**src/rtl/dram_arbiter.sv**
```systemverilog
// dram_arbiter: shares the data RAM between CPU and DMA, CPU priority with a DMA starvation guard
module dram_arbiter #(
  parameter int unsigned STARVE_MAX = 4,
  parameter logic [31:0] ADDR_LIMIT = 32'h800,
  parameter int unsigned CNT_W      = 3
) (
  input  logic        clk,
  input  logic        rst_n,
  input  logic        cpu_req_i,
  input  logic        cpu_we_i,
  input  logic [31:0] cpu_addr_i,
  input  logic [31:0] cpu_wdata_i,
  output logic        cpu_gnt_o,
  output logic        cpu_rvalid_o,
  output logic [31:0] cpu_rdata_o,
  output logic        cpu_err_o,
  input  logic        dma_req_i,
  input  logic        dma_we_i,
  input  logic [31:0] dma_addr_i,
  input  logic [31:0] dma_wdata_i,
  output logic        dma_gnt_o,
  output logic        dma_rvalid_o,
  output logic [31:0] dma_rdata_o,
  output logic        dma_err_o,
  output logic [31:0] ram_raddr_o,
  output logic        ram_re_o,
  input  logic [31:0] ram_rdata_i,
  output logic [31:0] ram_waddr_o,
  output logic        ram_we_o,
  output logic [31:0] ram_wdata_o
);
  logic [CNT_W-1:0] cnt_q, cnt_d;
  logic             cpu_rvalid_q, cpu_rvalid_d, cpu_err_q, cpu_err_d;
  logic             dma_rvalid_q, dma_rvalid_d, dma_err_q, dma_err_d;
  logic [31:0]      cpu_rdata_q, cpu_rdata_d, dma_rdata_q, dma_rdata_d;
  logic             dma_win, cpu_win, sel_we, sel_bad, acc;
  logic [31:0]      sel_addr, sel_wdata, rsp_data;

  // Pick the winner, validate its address and drive the RAM ports
  always_comb begin
    dma_win     = dma_req_i & (~cpu_req_i | (cnt_q == CNT_W'(STARVE_MAX)));
    cpu_win     = cpu_req_i & ~dma_win;
    sel_addr    = dma_win ? dma_addr_i : cpu_addr_i;
    sel_we      = dma_win ? dma_we_i : cpu_we_i;
    sel_wdata   = dma_win ? dma_wdata_i : cpu_wdata_i;
    sel_bad     = (sel_addr >= ADDR_LIMIT) | (sel_addr[1:0] != 2'b00);
    acc         = (cpu_win | dma_win) & ~sel_bad;
    ram_re_o    = acc & ~sel_we;
    ram_we_o    = acc & sel_we;
    ram_raddr_o = ram_re_o ? sel_addr : '0;
    ram_waddr_o = ram_we_o ? sel_addr : '0;
    ram_wdata_o = ram_we_o ? sel_wdata : '0;
    cpu_gnt_o   = cpu_win;
    dma_gnt_o   = dma_win;
  end

  // Next starvation count and next response registers; only the winner's response changes
  always_comb begin
    cnt_d        = (dma_win | ~dma_req_i) ? '0 :
                   (cpu_win && cnt_q != CNT_W'(STARVE_MAX)) ? cnt_q + 1'b1 : cnt_q;
    rsp_data     = ram_re_o ? ram_rdata_i : '0;
    cpu_rvalid_d = cpu_win;
    cpu_err_d    = cpu_win ? sel_bad : cpu_err_q;
    cpu_rdata_d  = cpu_win ? rsp_data : cpu_rdata_q;
    dma_rvalid_d = dma_win;
    dma_err_d    = dma_win ? sel_bad : dma_err_q;
    dma_rdata_d  = dma_win ? rsp_data : dma_rdata_q;
  end

  // State registers; reset drops any in-flight response
  always_ff @(posedge clk or negedge rst_n) begin
    if (!rst_n) begin
      cnt_q        <= '0;
      cpu_rvalid_q <= 1'b0;
      cpu_err_q    <= 1'b0;
      cpu_rdata_q  <= '0;
      dma_rvalid_q <= 1'b0;
      dma_err_q    <= 1'b0;
      dma_rdata_q  <= '0;
    end else begin
      cnt_q        <= cnt_d;
      cpu_rvalid_q <= cpu_rvalid_d;
      cpu_err_q    <= cpu_err_d;
      cpu_rdata_q  <= cpu_rdata_d;
      dma_rvalid_q <= dma_rvalid_d;
      dma_err_q    <= dma_err_d;
      dma_rdata_q  <= dma_rdata_d;
    end
  end

  assign cpu_rvalid_o = cpu_rvalid_q;
  assign cpu_err_o    = cpu_err_q;
  assign cpu_rdata_o  = cpu_rdata_q;
  assign dma_rvalid_o = dma_rvalid_q;
  assign dma_err_o    = dma_err_q;
  assign dma_rdata_o  = dma_rdata_q;
endmodule
```
**config.mk**
```make
export PLATFORM = sky130hd
export DESIGN_NAME = dram_arbiter
export DESIGN_NICKNAME = d
export VERILOG_FILES = /design/src/rtl/dram_arbiter.sv
export SDC_FILE = /design/constraint.sdc
export NUM_CORES = 1
export LEC_CHECK = 0
export ABC_AREA = 1
export CAP_MARGIN = 20
export CORE_MARGIN = 10
export CORE_UTILIZATION = 34
export CTS_CLUSTER_DIAMETER = 30
export DETAILED_ROUTE_END_ITERATION = 10
export PLACE_DENSITY = 0.94
export SLEW_MARGIN = 20
export SYNTH_ARGS = -nofsm -noshare
export SYNTH_HDL_FRONTEND = slang
export SYNTH_SLANG_ARGS = --single-unit
```
**constraint.sdc**
```tcl
create_clock -name clk -period 4.85 [get_ports clk]
set_clock_uncertainty 0.15 [all_clocks]
set_input_delay 1.455 -clock clk [delete_from_list [all_inputs] [get_ports clk]]
set_output_delay 1.455 -clock clk [all_outputs]
set_load 0.05 [all_outputs]
```
==> results of run 1 <==
-- per-stage QoR --
stage                     instance area (um2)  setup slack, ps
after global placement                   7960             -396
after CTS                                8520            -11.1
after floorplan                          4560             -222
after detailed placement                 7960             -476
final                                    8860            -65.2
after global routing                     8860             -201
-- worst min path at each step --
stage / endpoint / depth (start not counted) / slack, ps
global route: cnt_q[0] / 1 / 350
finish: cnt_q[0] / 1 / 320
floorplan: cnt_q[0] / 1 / 290
detailed placement: cnt_q[0] / 1 / 310
global placement: cnt_q[0] / 1 / 300
CTS: cnt_q[0] / 1 / 320
-- flip-flops by register name (all words and copies together) (netlist names) --
signal and count:
cpu_rvalid_o 1, cpu_err_o 1, dma_rdata_o 32, cpu_rdata_o 32
dma_rvalid_o 1, dma_err_o 1, cnt_q 3
-- layout by cell type, fill, tap and decap left out, types with 5 or more instances in the layout --
| cell | Yosys | final |
|---|---|---|
| clkdlybuf4s50_1 | 0 | 214 |
| nand2_2 | 1 | 6 |
| conb_1 | 1 | 46 |
| a21oi_2 | 0 | 13 |
| dfrtp_1 | 71 | 71 |
| nand3_1 | 66 | 65 |
| buf_12 | 0 | 60 |
| dlygate4sd2_1 | 0 | 11 |
| mux2i_1 | 9 | 8 |
| inv_1 | 22 | 21 |
| buf_4 | 47 | 32 |
| nor2_2 | 3 | 10 |
| clkbuf_16 | 0 | 11 |
| dlymetal6s2s_1 | 0 | 5 |
| a21oi_4 | 0 | 19 |
| inv_6 | 0 | 5 |
| nand2_1 | 263 | 257 |
| nor2_4 | 0 | 14 |
| nand3b_1 | 13 | 13 |
| nor2_1 | 28 | 7 |
-- report_power, final --
part / total (uW) / leakage [uW] / switching [uW] / internal [uW]
sequential: 596 / 0.000980 / 1.42 / 595
combinational: 401 / 0.00306 / 230 / 171
clock: 721 / 0.000161 / 264 / 457
total: 1720 / 0.00421 / 495 / 1220
-- cell type report --
cell class / count / area (um2)
diodes: 1 / 2.50
inverters: 24 / 100
multi-input cells: 473 / 2500
repair buffers: 333 / 3930
flip-flops and latches: 71 / 1780
repair inverters: 1 / 6.26
clock inverters: 7 / 104
clock buffers: 9 / 225
fillers: 899 / 3650
well taps: 172 / 215
-- critical path, cell delays in order --
cell       delay (ps)
buf_8             110
nand2_8            70
nand2_8            70
buf_12            140
clkbuf_16         150
nand2_1            50
nand2_1            70
nor2_1            160
nand2_1            80
nor2_2            120
nand4_1           110
buf_6             160
buf_12            150
a21oi_2           130
buf_4             140
buf_12            130
-- synthesized netlist by cell type --
cell type	n
nand3_1	66
nand2_1	263
xnor2_1	1
nand4_1	1
mux2i_1	9
buf_6	8
buf_4	47
nor2_2	3
o21ai_0	1
buf_2	6
a31oi_1	1
buf_1	3
a21oi_1	32
inv_1	22
ha_1	2
nand2_4	2
nand3b_1	13
nor2_1	28
dfrtp_1	71
nor3_1	2
nor3b_1	1
nand2_2	1
inv_2	2
clkbuf_1	20
or2_2	1
conb_1	1
-- per-layer routing --
| layer | vias to the layer above | global-route usage, % |
|---|---|---|
| li1 | 2429 | - |
| met1 | 2496 | 21.6 |
| met2 | 299 | 40.2 |
| met3 | 62 | 7.83 |
| met4 | 0 | 10.1 |
| met5 | - | 0 |
-- cell families after synthesis --
kind of cell | after synthesis | synth area share [%]
buffers and inverters | 108 | 15.0
and+or+nand+nor | 381 | 37.0
other | 1 | 0.0867
DFF | 71 | 41.1
xor gates and xnor gates | 1 | 0.203
muxes | 9 | 2.08
adders and majority gates | 2 | 0.579
AOI/OAI and AO/OA | 34 | 3.97
-- timing repair --
item | CTS | global route
hold buffers | 0 | 0
cloned | 3 | 2
endpoints found under the hold margin | 0 | 0
pin swaps | 19 | 11
buffers inserted | 8 | 1
gates resized for setup | 53 | 62
setup endpoints to repair | 53 | 52
==> impl_metrics.json, run 1 <==
{
  "die_y_um": 133,
  "detail_route.first_pass.iterations": 4,
  "post-route-drc-count": 0,
  "wl_met3_um": 1760,
  "grt_pass1_wl_um": 31000,
  "grtUsageTotal_pct": 21.9,
  "met1_length_um": 6980,
  "topRoutingLayerUsed": "met4",
  "area_growth_pct": 105,
  "ys_types": 26,
  "start_util_pct": 34.5,
  "r2r_cells": 14,
  "synth.avg_cell_area_um2": 7.12,
  "worstPathArrival_ps": 3310,
  "ctsRootBufferMaster": "clkbuf_16",
  "yosys_warnings": 0,
  "drtIter0Drc": 302,
  "cts_max_path_buffers": 2,
  "dp_hpwl_um": 16000,
  "critPathRequiredTime_ps": 3240,
  "setup_slack_ps": -65.2,
  "wl_per_cell_um": 19.6,
  "htreeDepth": 3,
  "hold-worst-slack_ps": 325,
  "io_buffers": 287,
  "hold_start": "cnt_q[0]",
  "worst_pin_slew_ps": 1050,
  "rows": 41,
  "post-route-util_pct": 70.8,
  "syn_area_mm2": 0.00432,
  "power_leakage_uw": 0.00421,
  "cts_tree": "yes",
  "netlist_instances": 607,
  "num_vias": 5286,
  "routed_via_density": 4.85,
  "dr_wl_met2_um": 11700,
  "gr-total-overflow": 0,
  "endpoint_kind": "output port",
  "ir_drop_uv": 134,
  "r2r-end": "cpu_rdata_o[12]",
  "nets": 1081,
  "worstSetupEndpoint": "ram_wdata_o[31]",
  "io_pins": 334,
  "clock_latency_ps": 330,
  "routed_wl_um": 21400,
  "ant_nets": 0,
  "startpoint_type": "input port",
  "fp.dieW_um": 133,
  "slew-limit-headroom_pct": 29.7,
  "total_power_uw": 1720,
  "setup_viol": 26,
  "r2r_start": "cnt_q[0]",
  "min_path_type": "reg2reg",
  "violations": "setup timing",
  "coreArea_mm2": 0.0125,
  "slew_violations": 0,
  "outcome": "complete, but fails checks",
  "ys_top_cells_by_area": "dfrtp_1, nand2_1, buf_4, nand3_1, a21oi_1",
  "final_cells": 1091,
  "fin_crit_ps": 4920,
  "place_congestion": 0.865,
  "power_density_mw_per_mm2": 194,
  "synth-seq-cells": 71,
  "cp_max_fo": 9,
  "clock_sinks": 71,
  "critPathKind": "in2out",
  "timing.fmax_mhz": 203,
  "crit_start": "cpu_req_i",
  "rsz0062_at_grt": "yes",
  "hold_violations": 0,
  "drv_cap": 0,
  "synth_top_area_share_pct": 41.1,
  "first_global_vias": 5587,
  "dieArea_mm2": 0.0176,
  "finalCritPeriodShare_pct": 101,
  "antenna_found_initial": 1,
  "drive_gt1_share_pct": 20.8,
  "cts_made_buffers": 9,
  "yosys.area.top_type": "dfrtp_1",
  "clkTransAtPathRegs_ps": 60,
  "rrSetupSlack_ps": 1380,
  "grt_max_degree": 46,
  "tns_ps": -795,
  "synth_seq_area_share_pct": 41.1,
  "dpl.cell_count": 1064
}
Note: power is estimated with default switching activity, not from simulation.
==> inputs of run 2 (changes only) <==
Settings changed: CTS_CLUSTER_SIZE from default to 30.
==> results of run 2 <==
Same layout as run 1: the final DEF is identical, and so are final timing and power.
